<file path="config.mk">
export PLATFORM = sky130hd
export DESIGN_NAME = ram_byte_master_flat
export DESIGN_NICKNAME = d
export VERILOG_FILES = /design/src/rtl/ram_byte_master_pkg.sv /design/src/rtl/ram_byte_master_if.sv /design/src/rtl/ram_byte_master_load_extend.sv /design/src/rtl/ram_byte_master.sv /design/src/flat_wrapper.sv
export SDC_FILE = /design/constraint.sdc
export NUM_CORES = 1
export LEC_CHECK = 0
export ABC_AREA = 1
export CAP_MARGIN = 25
export CORE_AREA = 2 2 80 158
export DETAILED_ROUTE_END_ITERATION = 6
export DIE_AREA = 0 0 82 160
export HOLD_SLACK_MARGIN = 0.12
export PLACE_DENSITY_LB_ADDON = 0.08
export SLEW_MARGIN = 20
export SYNTH_ARGS = -nofsm -noshare
export SYNTH_HDL_FRONTEND = slang
export SYNTH_HIERARCHICAL = 1
export SYNTH_SLANG_ARGS = --single-unit
</file>
<file path="constraint.sdc">
create_clock -name clk -period 2.3 [get_ports clk]
set_clock_uncertainty 0.2 [all_clocks]
set_input_delay 0.23 -clock clk [delete_from_list [all_inputs] [get_ports clk]]
set_output_delay 0.23 -clock clk [all_outputs]
set_load 0.1 [all_outputs]
</file>
<file path="src/rtl/ram_byte_master_pkg.sv">
// Shared definitions for the byte-wide scratch RAM initiator.
//   - ADDR_W_DEFAULT : default byte address width (32 KB RAM)
//   - SIZE_B/H/W     : request size encodings (3 is treated as word)
//   - state_t        : sequencer states
//   - last_idx       : index of the final byte for a given size
//   - byte_lane      : extract little-endian byte i of a 32-bit word
package ram_master_pkg;

  localparam int ADDR_W_DEFAULT = 15;

  localparam logic [1:0] SIZE_B = 2'd0;
  localparam logic [1:0] SIZE_H = 2'd1;
  localparam logic [1:0] SIZE_W = 2'd2;

  typedef enum logic [1:0] {
    ST_IDLE   = 2'd0,
    ST_ACCESS = 2'd1,
    ST_DRAIN  = 2'd2,
    ST_RESP   = 2'd3
  } state_t;

  function automatic logic [1:0] last_idx(input logic [1:0] size);
    case (size)
      SIZE_B:  return 2'd0;
      SIZE_H:  return 2'd1;
      default: return 2'd3;
    endcase
  endfunction

  function automatic logic [7:0] byte_lane(input logic [31:0] w, input logic [1:0] i);
    return w[{i, 3'b000} +: 8];
  endfunction

endpackage

</file>
<file path="src/rtl/ram_byte_master_if.sv">
// Core-side load/store request/response bundle for ram_byte_master.
//   master : load/store unit (drives req_*, receives req_ready and rsp_*)
//   slave  : ram_byte_master (receives req_*, drives req_ready and rsp_*)
interface ram_byte_master_if
  import ram_master_pkg::*;
#(
  parameter int ADDR_W = ADDR_W_DEFAULT
) ();

  logic              req_valid;
  logic              req_ready;
  logic              req_we;
  logic [ADDR_W-1:0] req_addr;
  logic [1:0]        req_size;
  logic              req_unsigned;
  logic [31:0]       req_wdata;
  logic              rsp_valid;
  logic [31:0]       rsp_rdata;

  modport master (
    output req_valid, req_we, req_addr, req_size, req_unsigned, req_wdata,
    input  req_ready, rsp_valid, rsp_rdata
  );

  modport slave (
    input  req_valid, req_we, req_addr, req_size, req_unsigned, req_wdata,
    output req_ready, rsp_valid, rsp_rdata
  );

endinterface

</file>
<file path="src/rtl/ram_byte_master_load_extend.sv">
// Load formatter: sign- or zero-extends gathered little-endian load data.
//   data        in  32 : gathered bytes, lane k = bits [8k+7:8k]
//   size        in  2  : SIZE_B / SIZE_H / word (2 or 3)
//   is_unsigned in  1  : 1 = zero-extend, 0 = sign-extend
//   rdata       out 32 : extended result (word passes through unchanged)
module ram_load_extend
  import ram_master_pkg::*;
(
  input  logic [31:0] data,
  input  logic [1:0]  size,
  input  logic        is_unsigned,
  output logic [31:0] rdata
);

  logic signed [7:0]  byte_s;
  logic signed [15:0] half_s;

  assign byte_s = data[7:0];
  assign half_s = data[15:0];

  always_comb begin
    rdata = data;
    case (size)
      SIZE_B:  rdata = is_unsigned ? {24'h000000, data[7:0]} : 32'(byte_s);
      SIZE_H:  rdata = is_unsigned ? {16'h0000, data[15:0]} : 32'(half_s);
      default: rdata = data;
    endcase
  end

endmodule

</file>
<file path="src/rtl/ram_byte_master.sv">
// Byte-serialising initiator for the 8-bit scratch RAM port.
// Turns 8/16/32-bit loads and stores into 1/2/4 single-byte RAM accesses,
// little-endian, addresses wrapping modulo 2^ADDR_W.
//   clk, rst  : clock, asynchronous active-high reset
//   bus       : core request/response bundle (slave side)
//   ram_addr  : RAM byte address (registered)
//   ram_din   : RAM write byte (registered)
//   ram_we    : RAM write enable (registered)
//   ram_dout  : RAM read byte, valid one cycle after its address
module ram_byte_master
  import ram_master_pkg::*;
#(
  parameter int ADDR_W = ADDR_W_DEFAULT
) (
  input  logic              clk,
  input  logic              rst,
  ram_byte_master_if.slave  bus,
  output logic [ADDR_W-1:0] ram_addr,
  output logic [7:0]        ram_din,
  output logic              ram_we,
  input  logic [7:0]        ram_dout
);

  state_t      state, state_n;
  logic [1:0]  k;
  logic [1:0]  k_prev;
  logic [1:0]  last;

  logic [1:0]  size_q;
  logic        we_q;
  logic        uns_q;
  logic [31:0] wdata_q;
  logic [31:0] data_q;
  logic [31:0] ext;

  assign last   = last_idx(size_q);
  assign k_prev = k - 2'd1;

  // Sequencer state register
  always_ff @(posedge clk or posedge rst) begin
    if (rst) state <= ST_IDLE;
    else     state <= state_n;
  end

  always_comb begin
    state_n = state;
    case (state)
      ST_IDLE:   if (bus.req_valid) state_n = ST_ACCESS;
      ST_ACCESS: if (k == last)     state_n = we_q ? ST_RESP : ST_DRAIN;
      ST_DRAIN:  state_n = ST_RESP;
      ST_RESP:   state_n = ST_IDLE;
      default:   state_n = ST_IDLE;
    endcase
  end

  // Byte counter and registered RAM port: the values for byte k are loaded
  // on the edge that enters its ACCESS cycle, so no req_* reaches ram_*
  // combinationally.
  always_ff @(posedge clk or posedge rst) begin
    if (rst) begin
      k        <= 2'd0;
      ram_we   <= 1'b0;
      ram_addr <= '0;
      ram_din  <= 8'h00;
    end else begin
      case (state)
        ST_IDLE: begin
          if (bus.req_valid) begin
            k        <= 2'd0;
            ram_we   <= bus.req_we;
            ram_addr <= bus.req_addr;
            ram_din  <= bus.req_wdata[7:0];
          end
        end
        ST_ACCESS: begin
          if (k == last) begin
            ram_we <= 1'b0;
          end else begin
            k        <= k + 2'd1;
            ram_addr <= ram_addr + 1'b1;
            ram_din  <= byte_lane(wdata_q, k + 2'd1);
          end
        end
        default: ram_we <= 1'b0;
      endcase
    end
  end

  // Request latch and load gather. Read data lags its address by one
  // cycle, so ACCESS k captures byte k-1 and DRAIN captures the last byte.
  always_ff @(posedge clk) begin
    if (state == ST_IDLE && bus.req_valid) begin
      size_q  <= bus.req_size;
      we_q    <= bus.req_we;
      uns_q   <= bus.req_unsigned;
      wdata_q <= bus.req_wdata;
    end
    if (state == ST_ACCESS && !we_q && k != 2'd0)
      data_q[{k_prev, 3'b000} +: 8] <= ram_dout;
    if (state == ST_DRAIN)
      data_q[{last, 3'b000} +: 8] <= ram_dout;
  end

  ram_load_extend u_extend (
    .data        (data_q),
    .size        (size_q),
    .is_unsigned (uns_q),
    .rdata       (ext)
  );

  assign bus.req_ready = (state == ST_IDLE);
  assign bus.rsp_valid = (state == ST_RESP);
  assign bus.rsp_rdata = (state == ST_RESP && !we_q) ? ext : 32'h0;

endmodule

</file>
<file path="src/flat_wrapper.sv">
// flat-port wrapper written by rule: the top's interface ports become plain ports
module ram_byte_master_flat import ram_master_pkg::*;
#(
  parameter int ADDR_W = ADDR_W_DEFAULT
)
  (clk, rst, ram_addr, ram_din, ram_we, ram_dout, bus_req_valid, bus_req_we, bus_req_addr, bus_req_size, bus_req_unsigned, bus_req_wdata, bus_req_ready, bus_rsp_valid, bus_rsp_rdata);
  ram_byte_master_if #(.ADDR_W(ADDR_W)) bus_i ();
  input  logic clk;
  input  logic rst;
  output logic [ADDR_W-1:0] ram_addr;
  output logic [7:0] ram_din;
  output logic ram_we;
  input  logic [7:0] ram_dout;
  input wire logic [$bits(bus_i.req_valid)-1:0] bus_req_valid;
  input wire logic [$bits(bus_i.req_we)-1:0] bus_req_we;
  input wire logic [$bits(bus_i.req_addr)-1:0] bus_req_addr;
  input wire logic [$bits(bus_i.req_size)-1:0] bus_req_size;
  input wire logic [$bits(bus_i.req_unsigned)-1:0] bus_req_unsigned;
  input wire logic [$bits(bus_i.req_wdata)-1:0] bus_req_wdata;
  output wire logic [$bits(bus_i.req_ready)-1:0] bus_req_ready;
  output wire logic [$bits(bus_i.rsp_valid)-1:0] bus_rsp_valid;
  output wire logic [$bits(bus_i.rsp_rdata)-1:0] bus_rsp_rdata;
  assign bus_i.req_valid = bus_req_valid;
  assign bus_i.req_we = bus_req_we;
  assign bus_i.req_addr = bus_req_addr;
  assign bus_i.req_size = bus_req_size;
  assign bus_i.req_unsigned = bus_req_unsigned;
  assign bus_i.req_wdata = bus_req_wdata;
  assign bus_req_ready = bus_i.req_ready;
  assign bus_rsp_valid = bus_i.rsp_valid;
  assign bus_rsp_rdata = bus_i.rsp_rdata;
  ram_byte_master #(.ADDR_W(ADDR_W)) u_core (.clk(clk), .rst(rst), .bus(bus_i), .ram_addr(ram_addr), .ram_din(ram_din), .ram_we(ram_we), .ram_dout(ram_dout));
endmodule
</file>
* Word-level counts from Yosys, hierarchy flattened
Index checks and enable logic that the tools add are counted.
W data, S select, Z words.
** Cells by class
- Add/sub/neg operators :: 5
- Eq/ne operators :: 8
- Shift operators :: 5
- Multiplexer cells :: 25
- Reductions and logical operators :: 11
** Operators by type and width (number)
- $mux W32 :: 5
- $bwmux W32 :: 2
- $pmux W32 S2 :: 1
- $shift A8 B7 Y32 const A :: 2
- $shiftx A8 B7 Y32 :: 2
- $shiftx A32 B6 Y8 :: 1
- $mux W15 :: 2
- $pmux W15 S2 :: 1
- $mux W8 :: 2
- $pmux W8 S2 :: 1
- $add A15 B1 Y15 const B :: 1
- $neg A5 Y7 :: 2
- $mux W2 :: 4
- $pmux W2 S2 :: 2
- $pmux W2 S4 :: 1
- $eq A2 B1 Y1 const B :: 2
- $eq A2 B2 Y1 const B :: 2
- $logic_and A1 B1 Y1 :: 4
- $logic_not A2 Y1 :: 2
- $ne A2 B2 Y1 const B :: 2
- $reduce_bool A2 Y1 :: 2
- $mux W1 :: 3
- $reduce_and A3 Y1 :: 1
- $add A2 B1 Y2 const B :: 1
- 6 further kinds :: 6
** Storage, ports and cells
- Register bits after elaboration :: 96
- Input bits :: 62
- Output and inout bits :: 58
- Logic and storage cells :: 64

* Depth between registers and ports, before layout
- Depth in word-level cells :: 7
- Mapped depth :: 12
- Mapped depth without buffers :: 10

* Cells and area by module
The synthesis kept the hierarchy.
** Modules (own cells, without submodules)
- ram_byte_master :: instances 1, cells each 597, area each 4809.6 µm², seq. area each 2422.3 µm²
- ram_load_extend :: instances 1, cells each 71, area each 404.1 µm², seq. area each 0.0 µm²

* Least setup slack after synthesis
No wires, ideal clock.
- Path type :: register to output
- Start :: register u_core.state[0]
- End :: output port bus_rsp_rdata[10]
- Data arrival time :: 2.975 ns
- Required time :: 1.870 ns
- Setup slack :: -1.105 ns
- Cell stages (with the launch flop) :: 5
- Buffers on the path :: 1
- Cell sequence :: dfrtp_1 -> ha_1 -> nand2_1 -> clkbuf_1 -> nor2_1
** On the way
- Longest elaborated chain between the ends :: 3
** Ends and longest elaborated chain
- start: declaration :: line ram_byte_master.sv:24 : state_t state, state_n;
- start signal: assignment :: line ram_byte_master.sv:42 : else state <= state_n;
- $eq A2 B2 Y1
- net bus_rsp_valid :: line flat_wrapper.sv:21 : output wire logic [$bits(bus_i.rsp_valid)-1:0] bus_rsp_valid;
- $logic_and A1 B1 Y1 :: line ram_byte_master.sv:113 : assign bus.rsp_rdata = (state == ST_RESP && !we_q) ? ext : 32'h0;
- $mux W32 :: line ram_byte_master.sv:113
- end: declaration :: line flat_wrapper.sv:22 : output wire logic [$bits(bus_i.rsp_rdata)-1:0] bus_rsp_rdata;
The timed path passes the listed nets, and every way through them passes these cells.

* Worst setup path in the final report
- Start :: register u_core.size_q[1]
- End :: output port bus_rsp_rdata[20]
** On the way
- Longest elaborated chain between the ends :: 3
- Elaborated cells between the ends (all ways) :: 4
- Those cells by class :: eq/ne: 1; mux: 2; reduce/logical: 1
** Ends and longest elaborated chain
- start: declaration :: line ram_byte_master.sv:29 : logic [1:0] size_q;
- start signal: assignment :: line ram_byte_master.sv:93 : size_q <= bus.req_size;
- $eq A2 B1 Y1 or $logic_not A2 Y1 (tied branches) :: line ram_byte_master_load_extend.sv:23 : case (size)
- $pmux W32 S2 (*) :: line ram_byte_master_load_extend.sv:23
- net u_core.ext[20] :: line ram_byte_master.sv:34 : logic [31:0] ext;
- $mux W32 (*) :: line ram_byte_master.sv:113
The timed path passes the listed nets; every way through them passes the cells marked *.

==> results_dict.tcl <==
set metrics [dict create \
    status "finished clean" \
    track_usage_pct 20.3 \
    p_sw_mw 5.93 \
    nets 859 \
    overflow 0 \
    die_w_um 82 \
    row_count 57 \
    die_h_um 160 \
    drv_cap 0 \
    synth-edff-count 36 \
    start_util_pct 43.5 \
    slowest_stage "edfxtp_1" \
    dr.pass1.iters 5 \
    crit_type "flip-flop to output pin" \
    leakage_nw 3.24 \
    clock-sinks 96 \
    place_area_sq_mm 0.00704 \
    synth_top_area_share_pct 20.7 \
    dp_hpwl_um 9600 \
    min_period_over_period_pct 97.3 \
    vdd_ir_drop_max_mv 1.15 \
    drc 0 \
    p_seq_share_pct 25.7 \
    worst-endpoint-required_ps 1870 \
    synthFlopType "edfxtp_1" \
    die_area_sq_mm 0.0131 \
    worstMarginPinSlew_ps 572 \
    cts_tree "yes" \
    io-pin-count 120 \
    ys_async_sr_fraction_pct 29.2 \
    ant_nets 0 \
    setup-violations-final 0 \
    synth_nets 741 \
    drive_gt1_share_pct 21.7 \
    cp-start-kind "flip-flop" \
    syn_inst 668 \
    rsz0062_at_grt "yes" \
    htree_levels 3 \
    grt_max_degree 38 \
    grt_pass1_wl_um 21100 \
    cts_root_buf "clkbuf_16" \
    ys_seq_area_share_pct 46.5 \
    clkLatencyLatePin_ps 340 \
    clock_path_buffers 2 \
    syn_area_per_cell_sq_um 7.81 \
    final.setup.tns_ps 0 \
    synth_cell_types 33 \
    cts_buffers 9 \
    pwr_density_cell_mw_per_mm2 1500 \
    ys_top_cells_by_area "edfxtp_1, dfrtp_1, nand2_1" \
    wl_per_cell_um 14.0 \
    synthesis.area_sq_mm 0.00521 \
    fmax_ghz 0.447 \
    slew_viol_final 0 \
    slew-limit-headroom_pct 61.7 \
    crit_top_cell "nor2_4" \
    hold_violations 0 \
    p_int_mw 5.27 \
    switching_share_pct 53.0 \
    yosys-top-cells-count "nand2_1, nor2_1, nand3_1" \
    ys_seq_elements 96 \
    pwr-share-comb_pct 60.4 \
    num_antenna_cells 0 \
    p_clk_share_pct 13.9 \
    path_max_fanout 8 \
    whs_ps 239 \
    synth.yosys.warnings 6 \
    numPortBuffers 119 \
    slowest_delay_ps 540 \
    syn_to_final_growth_pct 43.1 \
    critPathBufInv 3 \
    cts.clk_slew.worst_paths_ps 70 \
    end_kind "output pin" \
    layoutNonFillerInstCount 938 \
    antenna_found_initial 0 \
    vias 4756 \
    cp_cell_sequence "buf_6 -> nor2_4 -> nand2_4 -> nand3_1 -> inv_1 -> nor2_4 -> buf_12" \
    yosysTopAreaCell "edfxtp_1" \
    hold_class "input pin to flip-flop" \
    grt_pass1_vias 4396 \
    place_congestion 0.860 \
    cp.arrival_ps 1810 \
    coreArea_sq_mm 0.0120 \
    fin_crit_ps 2240 \
    fillers 1074 \
    drt_iter0_markers 340 \
    crit_family "flip-flops" \
    viasPerCell 5.07 \
    place_inst 916 \
    final_area_sq_mm 0.00746 \
    yosysMostFrequentCell "nand2_1" \
    routed_wl_um 13200 \
]
==> what timing repair did <==
item,CTS,global route
hold endpoints to repair,28,0
cloned,0,1
pin swaps,0,20
endpoints found under the setup margin,16,24
hold buffers,1,0
setup buffers,3,1
resized for setup,0,22
==> worst paths after layout <==
check                           cells after the start            endpoint              start  slack [ps]
worst max-delay path                                7   bus_rsp_rdata[20]   u_core/size_q[1]          60
worst min-delay path                                1  u_core/wdata_q[28]  bus_req_wdata[28]         240
worst max register to register                      9  u_core/ram_addr[6]    u_core/state[1]         200
worst min register to register                      2       u_core/ram_we      u_core/ram_we         280
max in group asynchronous                           4   u_core/ram_din[5]                rst        1010
min in group asynchronous                           4     u_core/state[1]                rst         620
==> cells by family after synthesis <==
family                   count (synthesis)  share of synthesized area, %
flip-flops                              96                          46.5
buffers and inverters                  110                          9.89
adder cells (fa/ha/maj)                 11                          2.64
XOR/XNOR                                 1                         0.168
AO/OA/AOI/OAI                           91                          9.74
AND/OR/NAND/NOR                        358                          30.9
multiplexers                             1                         0.192
==> power by group through the flow <==
stage	Combinational [mW]	Sequential (mW)	Clock, mW
after global placement	6.60	2.90	0
after CTS	6.73	2.88	1.59
after detailed placement	6.69	2.92	0
after floorplan	3.74	4.23	0
final	6.76	2.88	1.56
after global routing	7.28	2.96	1.66
==> metal layers <==
| metal | vias to the layer above | share of wire, % | global-route usage [%] |
|---|---|---|---|
| met1 | 2193 | 42 | 27.7 |
| met5 | - | 0 | 0 |
| met3 | 15 | 5.3 | 3.62 |
| li1 | 2415 | - | - |
| met2 | 133 | 51 | 32.8 |
| met4 | 0 | 1.5 | 5.30 |
==> layout by cell type (no fill, tap or decap), types with 13 or more instances in the layout <==
cell / n
edfxtp_1: 36
nor2_1: 38
clkdlybuf4s50_1: 61
o211ai_1: 16
dfxtp_1: 32
inv_2: 13
nand3_1: 60
nor2_4: 38
buf_4: 45
o21ai_0: 52
buf_12: 35
dfrtp_1: 28
nand2_1: 179
inv_1: 57
==> sequential cells by signal, indices dropped and copies added, names as in the netlist <==
name and count:
u_core/k 2, u_core/size_q 2, u_core/uns_q 1, u_core/ram_we 1, u_core/ram_din 8, u_core/wdata_q 32, u_core/state 2, u_core/we_q 1
u_core/data_q 32, u_core/ram_addr 15
==> per-stage QoR <==
stage / setup WS, ps / total power, mW / utilization [%]
2_1_floorplan: 20.6 / 7.97 / -
3_3_place_gp: 287 / 9.50 / 58.7
3_5_place_dp: 207 / 9.61 / 58.7
4_1_cts: 34.0 / 11.2 / 61.6
5_1_grt: -41.4 / 11.9 / 62.2
6_report: 63.0 / 11.2 / 62.2
==> final cells by class <==
cell class | count | area [sq um] | area share, %
flip-flops and latches | 96 | 2420 | 32.5
inverters | 72 | 274 | 3.67
clock inverters | 7 | 86.3 | 1.16
repair buffers | 144 | 1680 | 22.5
multi-input cells | 463 | 2580 | 34.7
well taps | 147 | 184 | 2.47
clock buffers | 9 | 225 | 3.02
==> worst reg2reg max path: stages (launching register included) <==
cell	delay, ps
dfrtp_1	430
inv_1	140
ha_1	210
buf_4	330
nand3_2	180
nand2_2	110
nor2_4	30
buf_4	200
nand2_1	90
o21ai_0	70
Note: power is estimated with default switching activity, not from simulation.
